### src/rtl/cla_pkg.sv
// Shared definitions for the pipelined carry-lookahead adder/subtractor.
//   GROUP_W      : width of one lookahead group (4 bits)
//   group_gp_t   : per-bit generate/propagate vectors of one group
//   group_gp()   : builds G = A & B and P = A | B for one group
package cla_pkg;

  localparam int GROUP_W = 4;

  typedef struct packed {
    logic [GROUP_W-1:0] g;
    logic [GROUP_W-1:0] p;
  } group_gp_t;

  function automatic group_gp_t group_gp(input logic [GROUP_W-1:0] a,
                                         input logic [GROUP_W-1:0] b);
    group_gp_t r;
    r.g = a & b;
    r.p = a | b;
    return r;
  endfunction

endpackage

### src/rtl/cla4_group.sv
// Combinational 4-bit carry-lookahead slice.
//   i_a, i_b : group operands (B already inverted for subtraction)
//   i_cin    : carry into bit 0 of the group
//   o_sum    : 4-bit sum
//   o_pg     : group propagate (a carry entering the group leaves it)
//   o_gg     : group generate (the group produces a carry on its own)
module cla4_group
  import cla_pkg::*;
(
  input  logic [GROUP_W-1:0] i_a,
  input  logic [GROUP_W-1:0] i_b,
  input  logic               i_cin,
  output logic [GROUP_W-1:0] o_sum,
  output logic               o_pg,
  output logic               o_gg
);

  group_gp_t          w_gp;
  logic [GROUP_W-1:0] w_c;

  assign w_gp = group_gp(i_a, i_b);

  // Flat two-level carry equations; no bit depends on a neighbour's carry.
  assign w_c[0] = i_cin;
  assign w_c[1] = w_gp.g[0] | (w_gp.p[0] & i_cin);
  assign w_c[2] = w_gp.g[1] | (w_gp.p[1] & w_gp.g[0])
                | (w_gp.p[1] & w_gp.p[0] & i_cin);
  assign w_c[3] = w_gp.g[2] | (w_gp.p[2] & w_gp.g[1])
                | (w_gp.p[2] & w_gp.p[1] & w_gp.g[0])
                | (w_gp.p[2] & w_gp.p[1] & w_gp.p[0] & i_cin);

  // P is the OR form, so the sum needs the true half-sum a ^ b.
  assign o_sum = i_a ^ i_b ^ w_c;
  assign o_pg  = &w_gp.p;
  assign o_gg  = w_gp.g[3] | (w_gp.p[3] & w_gp.g[2])
               | (w_gp.p[3] & w_gp.p[2] & w_gp.g[1])
               | (w_gp.p[3] & w_gp.p[2] & w_gp.p[1] & w_gp.g[0]);

endmodule

### src/rtl/cla_pipe_addsub.sv
// Pipelined carry-lookahead adder/subtractor with valid/ready streams.
// Each of L = WIDTH/(4*GPS) stages resolves GPS lookahead groups and hands
// its carry to the next stage; untouched operand bits travel with the beat.
//   Clk, Reset           : clock, synchronous active-high reset
//   in_valid/in_ready    : operand beat handshake
//   in_a, in_b           : operands
//   in_cin               : carry in (add only), in_sub: 1 = A - B
//   out_valid/out_ready  : result beat handshake
//   out_sum, out_cout    : result and carry out (sub: 1 = no borrow)
//   out_ovf, out_zero    : signed overflow, result is zero
// Handshake: a beat moves when valid && ready on the same rising edge.
// While out_valid && !out_ready the whole pipeline holds and out_* are
// stable; in_ready is the global advance signal.
module cla_pipe_addsub
  import cla_pkg::*;
#(
  parameter int WIDTH = 16,
  parameter int GPS   = 1
) (
  input  logic             Clk,
  input  logic             Reset,
  input  logic             in_valid,
  output logic             in_ready,
  input  logic [WIDTH-1:0] in_a,
  input  logic [WIDTH-1:0] in_b,
  input  logic             in_cin,
  input  logic             in_sub,
  output logic             out_valid,
  input  logic             out_ready,
  output logic [WIDTH-1:0] out_sum,
  output logic             out_cout,
  output logic             out_ovf,
  output logic             out_zero
);

  localparam int SW = GROUP_W * GPS;  // bits resolved per stage
  localparam int L  = WIDTH / SW;     // pipeline depth

  // cmsb is the carry into this stage's top bit; only the last stage's
  // copy is used, for overflow detection.
  typedef struct packed {
    logic             valid;
    logic [WIDTH-1:0] a;
    logic [WIDTH-1:0] b;
    logic [WIDTH-1:0] sum;
    logic             carry;
    logic             cmsb;
  } stage_t;

  stage_t r_st  [L];
  stage_t w_nxt [L];
  logic   w_advance;

  assign w_advance = !r_st[L-1].valid || out_ready;
  assign in_ready  = w_advance;

  for (genvar k = 0; k < L; k++) begin : g_stage
    stage_t           w_src;
    stage_t           w_out;
    logic [GPS-1:0]   w_pg;
    logic [GPS-1:0]   w_gg;
    logic [GPS:0]     w_c;
    logic [SW-1:0]    w_sum;

    if (k == 0) begin : g_first
      // Subtraction is A + ~B + 1; cin only matters when adding.
      always_comb begin
        w_src       = '0;
        w_src.valid = in_valid;
        w_src.a     = in_a;
        w_src.b     = in_sub ? ~in_b : in_b;
        w_src.carry = in_sub | in_cin;
      end
    end else begin : g_rest
      assign w_src = r_st[k-1];
    end

    for (genvar j = 0; j < GPS; j++) begin : g_grp
      cla4_group u_grp (
        .i_a   (w_src.a[SW*k + GROUP_W*j +: GROUP_W]),
        .i_b   (w_src.b[SW*k + GROUP_W*j +: GROUP_W]),
        .i_cin (w_c[j]),
        .o_sum (w_sum[GROUP_W*j +: GROUP_W]),
        .o_pg  (w_pg[j]),
        .o_gg  (w_gg[j])
      );
    end

    // Second-level lookahead: each group carry is a sum of products of
    // group generates/propagates and the stage carry-in, so carries do not
    // ripple from group to group inside a stage.
    always_comb begin
      logic v_acc;
      logic v_prod;
      v_acc  = 1'b0;
      v_prod = 1'b0;
      w_c    = '0;
      w_c[0] = w_src.carry;
      for (int j = 1; j <= GPS; j++) begin
        v_acc = 1'b0;
        for (int i = 0; i < j; i++) begin
          v_prod = w_gg[i];
          for (int m = i + 1; m < j; m++) v_prod = v_prod & w_pg[m];
          v_acc = v_acc | v_prod;
        end
        v_prod = w_src.carry;
        for (int m = 0; m < j; m++) v_prod = v_prod & w_pg[m];
        w_c[j] = v_acc | v_prod;
      end
    end

    // Carry into the top bit recovered from sum = a ^ b ^ c at that bit.
    always_comb begin
      w_out                  = w_src;
      w_out.sum[SW*k +: SW]  = w_sum;
      w_out.carry            = w_c[GPS];
      w_out.cmsb             = w_sum[SW-1] ^ w_src.a[SW*(k+1)-1]
                             ^ w_src.b[SW*(k+1)-1];
    end

    assign w_nxt[k] = w_out;
  end

  always_ff @(posedge Clk) begin
    if (Reset) begin
      for (int i = 0; i < L; i++) r_st[i] <= '0;
    end else if (w_advance) begin
      for (int i = 0; i < L; i++) r_st[i] <= w_nxt[i];
    end
  end

  assign out_valid = r_st[L-1].valid;
  assign out_sum   = r_st[L-1].sum;
  assign out_cout  = r_st[L-1].carry;
  assign out_ovf   = r_st[L-1].cmsb ^ r_st[L-1].carry;
  // Gated so the idle/reset state reports zero=0.
  assign out_zero  = r_st[L-1].valid & ~|r_st[L-1].sum;

endmodule
### config.mk
export PLATFORM = sky130hd
export DESIGN_NAME = cla_pipe_addsub
export DESIGN_NICKNAME = d
export VERILOG_FILES = /design/src/rtl/cla_pkg.sv /design/src/rtl/cla4_group.sv /design/src/rtl/cla_pipe_addsub.sv
export SDC_FILE = /design/constraint.sdc
export NUM_CORES = 1
export LEC_CHECK = 0
export BUFFER_PORTS_ARGS = -buffer_cell sky130_fd_sc_hd__buf_2
export CAP_MARGIN = 20
export CORE_ASPECT_RATIO = 0.9
export CORE_MARGIN = 10
export CORE_UTILIZATION = 50
export DETAILED_ROUTE_END_ITERATION = 8
export PLACE_DENSITY = 0.7
export SYNTH_ARGS = -nofsm -noshare
export SYNTH_HDL_FRONTEND = slang
export SYNTH_SLANG_ARGS = --single-unit
### constraint.sdc
create_clock -name Clk -period 3.6 [get_ports Clk]
set_input_delay 0.36 -clock Clk [delete_from_list [all_inputs] [get_ports Clk]]
set_output_delay 0.36 -clock Clk [all_outputs]
set_load 0.01 [all_outputs]
==> results of run 1 <==
-- placed cells by master (no fill, tap or decap), types with 3 or more instances in the layout --
cell and count:
a21oi_1 5, and2_1 66, buf_2 58, buf_4 3
clkbuf_8 9, edfxtp_1 97, fa_1 4, ha_1 32
inv_1 43, mux2i_1 4, nand2_1 6, nand2b_1 7
nor2_1 21, nor3_1 8, nor4_1 3, o21a_1 5
o31ai_1 4, or3_1 4, xnor2_1 13, xor2_1 9
-- synthesized netlist by cell type (all sizes together) --
| cell | instances |
|---|---|
| nor4b | 1 |
| o21a | 5 |
| o21ba | 1 |
| nor4 | 3 |
| inv | 43 |
| or2 | 2 |
| o31ai | 4 |
| and3 | 1 |
| or3 | 4 |
| ha | 32 |
| nand4 | 1 |
| mux2i | 4 |
| and2 | 66 |
| o21bai | 2 |
| clkbuf | 7 |
| edfxtp | 97 |
| nor3 | 8 |
| a31oi | 1 |
| a211oi | 1 |
| fa | 4 |
| nand2b | 8 |
| xnor2 | 13 |
| nand2 | 6 |
| nor2 | 22 |
| a2111oi | 1 |
| xor2 | 9 |
| nor2b | 1 |
| o311a | 1 |
| a21oi | 5 |
| buf | 21 |
| a211o | 1 |
-- path summary, 6_finish.rpt --
path / startpoint / to / slack, ns / depth (start not counted)
worst max-delay path: r_st[3][50] / r_st[1][29] / 1.39 / 3
worst min-delay path: in_a[5] / r_st[0][39] / 0.27 / 2
worst max register to register: r_st[3][50] / r_st[1][29] / 1.39 / 3
worst min register to register: r_st[0][50] / r_st[1][50] / 0.52 / 1
-- area by class of cell --
| cell class | instances | area (µm²) |
|---|---|---|
| Timing Repair Buffer | 61 | 312.8 |
| Fill cell | 787 | 3911 |
| Tap cell | 122 | 152.6 |
| Sequential cell | 97 | 2913 |
| Clock buffer | 10 | 127.6 |
| Clock inverter | 6 | 91.34 |
| Inverter | 43 | 161.4 |
| Multi-Input combinational cell | 207 | 1579 |
-- where the power goes --
group	internal, mW	total (mW)	switching [mW]
sequential	1.33	1.36	0.0264
clock	0.395	0.769	0.373
combinational	0.109	0.230	0.121
-- routing by layer --
layer / global-route usage, % / part of all wire [%] / vias up / wire (µm)
met4: 5.586 / 1.7 / 0 / 123
met5: 0 / 0 / - / 0
met3: 3.131 / 6.8 / 11 / 484
li1: - / - / 1319 / -
met2: 15.68 / 43 / 64 / 3077
met1: 14.15 / 48 / 1156 / 3446
-- cells by family (layout without fill, tap and decap cells) --
| kind of cell | after synthesis | in the layout | synth area share [%] |
|---|---|---|---|
| AO/OA/AOI/OAI | 22 | 22 | 3.298 |
| buffers and inverters | 71 | 120 | 7.037 |
| multiplexers | 4 | 4 | 0.8310 |
| adder cells (fa/ha/maj) | 36 | 36 | 9.971 |
| AND/OR/NAND/NOR | 123 | 123 | 14.41 |
| XOR/XNOR | 22 | 22 | 3.999 |
| flip-flops | 97 | 97 | 60.45 |
==> metrics.cfg, run 1 <==
[clocking]
clk_pin_slew_worst_paths_ns=0.09
clock_path_buffers=2
clock_latency_ns=0.36
post-cts-setup-buffers=0
cts_sinks=97
htreeDepth=3
ctsHoldBuffers=0
cts_tree=built
cts_buffers=9
ctsResizeCount=0
root_buffer=clkbuf_8

[detailed_routing]
wl_um=7131
viasPerCell=4.670
drt_pass1_iterations=4
wl_per_cell_um=13.06
ant_nets=0
drtIter0Drc=126
drc=0
vias=2550

[layout]
fin_area_um2=5338
fin_cells=546
n_antenna_cell=0
top_regs=r_st (97)
largest_reg_flops=97
fin_util_pct=57.71
syn_to_final_growth_pct=10.78
num-nets-final=493
drive_gt1_share_pct=18.63
top_register=r_st

[die]
dieArea_um2=13970
die_w_um=123.5
fp-row-count=33
dieHeight_um=113.1
initial_core_util_pct=52.10
io_pins=59
core_um2=9249

[placement]
dpl.hpwl_um=5045
dp.cells=530
gp_congestion=0.7564
place_area_um2=5119
pre_cts_ws_ns=1.280
port-buffer-count=58

[setup_path]
worstPathMaxFanout=56
cp.buffers_inverters=1
crit_arrival_ns=2.31
slowest_delay_ns=0.59
endpoint_kind=flip-flop
start_kind=flip-flop
crit_chain=nor2b_1 -> nand2b_4 -> buf_4
crit_type=flip-flop to flip-flop
crit_family=simple AND/OR/NAND/NOR gates
required_ns=3.69
slowest_stage=nor2b_1

[min_path]
min_path_type=input pin to flip-flop

[sta]
period_share_pct=61.44
clock.fmax_ghz=0.4521
rsz0062_at_grt=no
relSlewSlack_pct=39.80
worst_pin_slew_ns=0.9030
fin_hold_ws_ns=0.2718
setup_violations=0
hold_viol=0
setup_tns_ns=0
maxSlewViolCount=0
fin_crit_ns=2.212
skew_ns=0.008968
worst_slack_ns=1.388

[synthesis]
syn-cell-area_um2=4818
synth-seq-cells=97
synth_top_area_share_pct=60.45
synth_cell_types=35
syn_avg_cell_area_um2=12.85
ys_warn_count=0
netlist_instances=375
synth_top_area_cell=edfxtp_1
ys_seq_area_share_pct=60.45
synthTopCellsByArea=edfxtp_1, and2_1, ha_1
synth.net_count=449

[global_routing]
grt_pass1_wl_um=12010
grt_overflow=0
grt_use_total_pct=10.75
antenna_found_initial=0
grt_max_degree=57
grt_pass1_vias=2569

[power_and_ir_drop]
power_density_nw_per_um2=441.2
leakage_nw=2.357
ir_drop_mv=0.1827
power_mw=2.355

[flow_run]
drv_cap=0

[run_status]
status=completed

Note: power is estimated with default switching activity, not from simulation.
==> run 2: changes to the inputs <==
--- a/config.mk
+++ b/config.mk
@@ -11,7 +11,7 @@
 export CORE_MARGIN = 10
 export CORE_UTILIZATION = 50
 export DETAILED_ROUTE_END_ITERATION = 8
-export PLACE_DENSITY = 0.7
+export PLACE_DENSITY = 0.73
 export SYNTH_ARGS = -nofsm -noshare
 export SYNTH_HDL_FRONTEND = slang
 export SYNTH_SLANG_ARGS = --single-unit
==> constraint.sdc (replaced) <==
create_clock -name Clk -period 1.95 [get_ports Clk]
set_input_delay 0.195 -clock Clk [delete_from_list [all_inputs] [get_ports Clk]]
set_output_delay 0.195 -clock Clk [all_outputs]
set_load 0.01 [all_outputs]
==> run 2 against run 1 <==
Worst setup slack got worse by 1.2 ns; utilization rose by 0.46 points; combinational power rose by 87%; clock-buffer cell count did not move; die area did not move; critical path depth rose by 3; sequential share of layout area fell by 0.43 points; clock power rose by 60%; first-iteration DRC count rose by 3.2%; flip-flop and latch count did not move; largest cell class unchanged; largest power group unchanged; highest routed layer unchanged.
==> metrics.cfg, run 2 (same netlist as run 1, synthesis figures left out) <==
[sta]
setup_violations=0
fin_crit_ns=1.812
hold_viol=0
fin_hold_ws_ns=0.1147
maxSlewViolCount=0
clock.fmax_ghz=0.5520
rsz0062_at_grt=no
skew_ns=0.007183
worst_pin_slew_ns=0.3743
relSlewSlack_pct=74.84
period_share_pct=92.91
setup_tns_ns=0

[clocking]
cts_buffers=9
htreeDepth=3
ctsHoldBuffers=0
clock_latency_ns=0.35
root_buffer=clkbuf_8
cts_tree=built
cts_sinks=97
clock_path_buffers=2
clk_pin_slew_worst_paths_ns=0.09

[layout]
num-nets-final=498
fillers=764
layout_common_cells=edfxtp_1, and2_1, buf_2
fin_area_um2=5380
drive_gt1_share_pct=19.39
n_antenna_cell=0
fin_cells=550
layout_commonest_cell=edfxtp_1
largest_reg_flops=97
top_regs=r_st (97)
syn_to_final_growth_pct=11.66
top_register=r_st

[detailed_routing]
wl_um=7062
drtIter0Drc=130
drt_pass1_iterations=4
drc=0
ant_nets=0
wl_per_cell_um=12.84
vias=2529
viasPerCell=4.598

[global_routing]
met1_usage_pct=12.43
grt_overflow=0
grtUsageMet3_pct=3.082
top_usage_layer=met2
globalRouteMet2Util_pct=16.82
grt_use_total_pct=10.56
grt_max_degree=58
grt_pass1_vias=2630
grt_pass1_wl_um=11790
antenna_found_initial=0

[setup_path]
regToRegEndpoint=r_st[3][0]
crit_type=flip-flop to flip-flop
reg2reg_slack_ns=0.14
worstPathMaxFanout=3
r2r-start=r_st[2][30]
endpoint_kind=flip-flop
endpoint=r_st[3][0]
crit_path_start=r_st[2][30]
r2r_cells=6
crit_arrival_ns=1.90
start_kind=flip-flop
required_ns=2.04

[power_and_ir_drop]
leakage_nw=2.372
power_density_nw_per_um2=774.6
swShare_pct=22.04
cellInternalPower_mw=3.249
combPwrFrac_pct=10.3
power_mw=4.167
ir_drop_mv=0.3608
p_clk_share_pct=29.6
switchingPower_uw=918.5
seqPwrFrac_pct=60.1

[min_path]
min_path_type=input pin to flip-flop

[flow_run]
drv_cap=0

[placement]
gp_congestion=0.7989
place_area_um2=5194
port-buffer-count=58
dpl.hpwl_um=5009
dp.cells=535

[die]
initial_core_util_pct=52.10
dieArea_um2=13970
die_w_um=123.5
core_um2=9249
io_pins=59
fp-row-count=33
dieHeight_um=113.1

[run_status]
status=completed

## run 2: worst max-delay path: stages (launching register included)
cell and delay [ns]:
edfxtp_1 0.36, inv_1 0.08, ha_1 0.19, nand2b_1 0.17
a211o_1 0.31, a211oi_1 0.31, mux2i_1 0.13
## run 2: worst min-delay path by stage
stage,start,to,slack (ns),cells after the start
global placement,in_a[14],r_st[0][48],0.47,2
floorplan,in_a[4],r_st[0][38],0.39,1
global route,in_a[11],r_st[0][45],0.1,2
detailed placement,in_a[7],r_st[0][41],0.48,2
CTS,in_a[11],r_st[0][45],0.1,2
finish,in_a[12],r_st[0][46],0.11,2
## run 2: per-stage QoR
step                setup WS (ns)  util (%)
floorplan                 0.08349         -
finish                     0.1383     58.17
CTS                       0.09183     58.16
global placement           0.2228     56.16
detailed placement         0.1398     56.16
global route              0.03477     58.17
## run 2: timing repair
action	CTS	global route
setup endpoints to repair	0	2
gates resized for setup	0	1
buffers inserted	0	0
## run 2: power by group through the flow
stage / combinational (mW) / clock, mW / sequential [mW]
floorplan: 0.325 / 0 / 2.54
global placement: 0.423 / 0 / 2.55
detailed placement: 0.438 / 0 / 2.55
CTS: 0.439 / 1.27 / 2.50
global route: 0.495 / 1.36 / 2.52
finish: 0.430 / 1.23 / 2.50
## run 2: metal layers
layer | wire length, µm | up-vias
li1 | - | 1327
met1 | 3285 | 1133
met2 | 3150 | 61
met3 | 516 | 8
met4 | 109 | 0
met5 | 0 | -
## run 2: area by class of cell
cell class	count	area [µm²]	area share, %
flip-flops and latches	97	2913	54.14
multi-input cells	207	1580	29.37
repair buffers	66	387.9	7.209
inverters	43	161.4	3.000
well taps	122	152.6	2.837
clock buffers	10	127.6	2.372
clock inverters	5	57.56	1.070
==> run 3: changes to the inputs <==
--- a/config.mk
+++ b/config.mk
@@ -9,9 +9,11 @@
 export CAP_MARGIN = 20
 export CORE_ASPECT_RATIO = 0.9
 export CORE_MARGIN = 10
-export CORE_UTILIZATION = 50
+export CORE_UTILIZATION = 52
+export CTS_CLUSTER_SIZE = 28
 export DETAILED_ROUTE_END_ITERATION = 8
-export PLACE_DENSITY = 0.73
+export GPL_ROUTABILITY_DRIVEN = 0
+export PLACE_DENSITY = 0.75
 export SYNTH_ARGS = -nofsm -noshare
 export SYNTH_HDL_FRONTEND = slang
 export SYNTH_SLANG_ARGS = --single-unit
==> run 3 against run 2 <==
Register-to-register slack worse by 0.03 ns; clock power is 6% lower; combinational power is 2% higher; worst setup slack worse by 0.033 ns; cell count is 0.36% higher; sequential power hardly changed; first-iteration DRC count is 16% lower; utilization is 1.2 points higher; critical path depth stayed put; via count is 0.99% higher; fmax is 1.8% lower; largest power group unchanged.
==> metrics.cfg, run 3 (same netlist as run 1, synthesis figures left out) <==
[clocking]
post-cts-setup-buffers=0
clock_path_buffers=2
cts_tree=built
cts_buffers=9
clk_pin_slew_worst_paths_ns=0.10
cts_sinks=97
root_buffer=clkbuf_8
htreeDepth=3
ctsHoldBuffers=0
ctsResizeCount=0
clock_latency_ns=0.37

[power_and_ir_drop]
cellInternalPower_mw=3.141
combPwrFrac_pct=10.7
leakage_nw=2.381
switchingPower_uw=966.0
power_mw=4.107
ir_drop_mv=0.3152
p_clk_share_pct=28.3
swShare_pct=23.52
power_density_nw_per_um2=761.8
seqPwrFrac_pct=61.0

[layout]
fin_util_pct=59.35
top_regs=r_st (97)
fin_area_um2=5391
layout_common_cells=edfxtp_1, and2_1, buf_2
n_antenna_cell=0
fin_cells=552
drive_gt1_share_pct=20.23
largest_reg_flops=97
num-nets-final=499
layout_commonest_cell=edfxtp_1
top_register=r_st
fillers=761
syn_to_final_growth_pct=11.89

[sta]
worst_pin_slew_ns=0.5798
skew_ns=0.01045
rsz0062_at_grt=no
relSlewSlack_pct=61.27
worst_slack_ns=0.1053
fin_hold_ws_ns=0.09518
clock.fmax_ghz=0.5421
period_share_pct=94.60
hold_viol=0
setup_violations=0
maxSlewViolCount=0
setup_tns_ns=0
fin_crit_ns=1.845

[global_routing]
grt_use_total_pct=10.53
grt_overflow=0
grt_pass1_vias=2557
antenna_found_initial=0
grt_pass1_wl_um=11500
grt_max_degree=40

[die]
core_um2=9084
die_w_um=121.5
initial_core_util_pct=53.04
fp-row-count=33
dieArea_um2=13520
dieHeight_um=111.3
io_pins=59

[detailed_routing]
wl_um=7020
ant_nets=0
vias=2554
drc=0
viasPerCell=4.627
drt_pass1_iterations=4
wl_per_cell_um=12.72
drtIter0Drc=109

[run_status]
status=completed

[setup_path]
endpoint_kind=flip-flop
crit_path_start=r_st[2][30]
crit_type=flip-flop to flip-flop
endpoint=r_st[3][17]
regToRegEndpoint=r_st[3][17]
crit_arrival_ns=1.97
required_ns=2.07
reg2reg_slack_ns=0.11
r2r-start=r_st[2][30]
r2r_cells=6
worstPathMaxFanout=3
start_kind=flip-flop

[flow_run]
drv_cap=0

[placement]
port-buffer-count=58
dpl.hpwl_um=5189
place_area_um2=5201
pre_cts_ws_ns=0.1034
dp.cells=536

[min_path]
min_path_type=input pin to flip-flop

## run 3: changes by cell type in the layout (fill, tap and decap cells not counted), sizes merged
cell,change
clkinvlp,-1
buf,+1
inv,+2
bufinv,-1
clkinv,+2
clkbuf,-1
## run 3: worst min-delay path by stage
stage                   to  cells past startpoint      from
6_report       r_st[0][45]                      2  in_a[11]
3_3_place_gp   r_st[0][49]                      2  in_a[15]
5_1_grt        r_st[0][45]                      2  in_a[11]
2_1_floorplan  r_st[0][38]                      1   in_a[4]
4_1_cts        r_st[0][45]                      2  in_a[11]
3_5_place_dp   r_st[0][45]                      2  in_a[11]
## run 3: per-layer routing
layer / wire length (µm) / global-route usage [%] / part of all wire, %
met2: 3021 / 15.54 / 43
met5: 0 / 0 / 0
met4: 128 / 4.766 / 1.8
met3: 500 / 3.971 / 7.1
met1: 3369 / 13.43 / 48
## run 3: final cells by class
type	instances	area [µm²]	share of cell area [%]
Sequential cell	97	2913	54.03
Timing Repair Buffer	67	395.4	7.333
Tap cell	122	152.6	2.831
Clock inverter	7	53.80	0.9979
Multi-Input combinational cell	207	1592	29.52
Inverter	43	161.4	2.994
Clock buffer	9	123.9	2.298
## run 3: power by group through the flow
stage / combinational [mW] / clock [mW] / sequential [mW]
after floorplan: 0.325 / 0 / 2.54
after global placement: 0.424 / 0 / 2.55
after detailed placement: 0.441 / 0 / 2.55
after CTS: 0.445 / 1.19 / 2.51
after global routing: 0.504 / 1.27 / 2.52
final: 0.439 / 1.16 / 2.50
## run 3: worst max-delay path, stage by stage, from the launching register on
cell       delay [ns]
edfxtp_1         0.36
inv_1            0.08
ha_1             0.18
nand2b_1         0.17
a2111oi_1        0.51
a211oi_2         0.12
and2_1           0.18
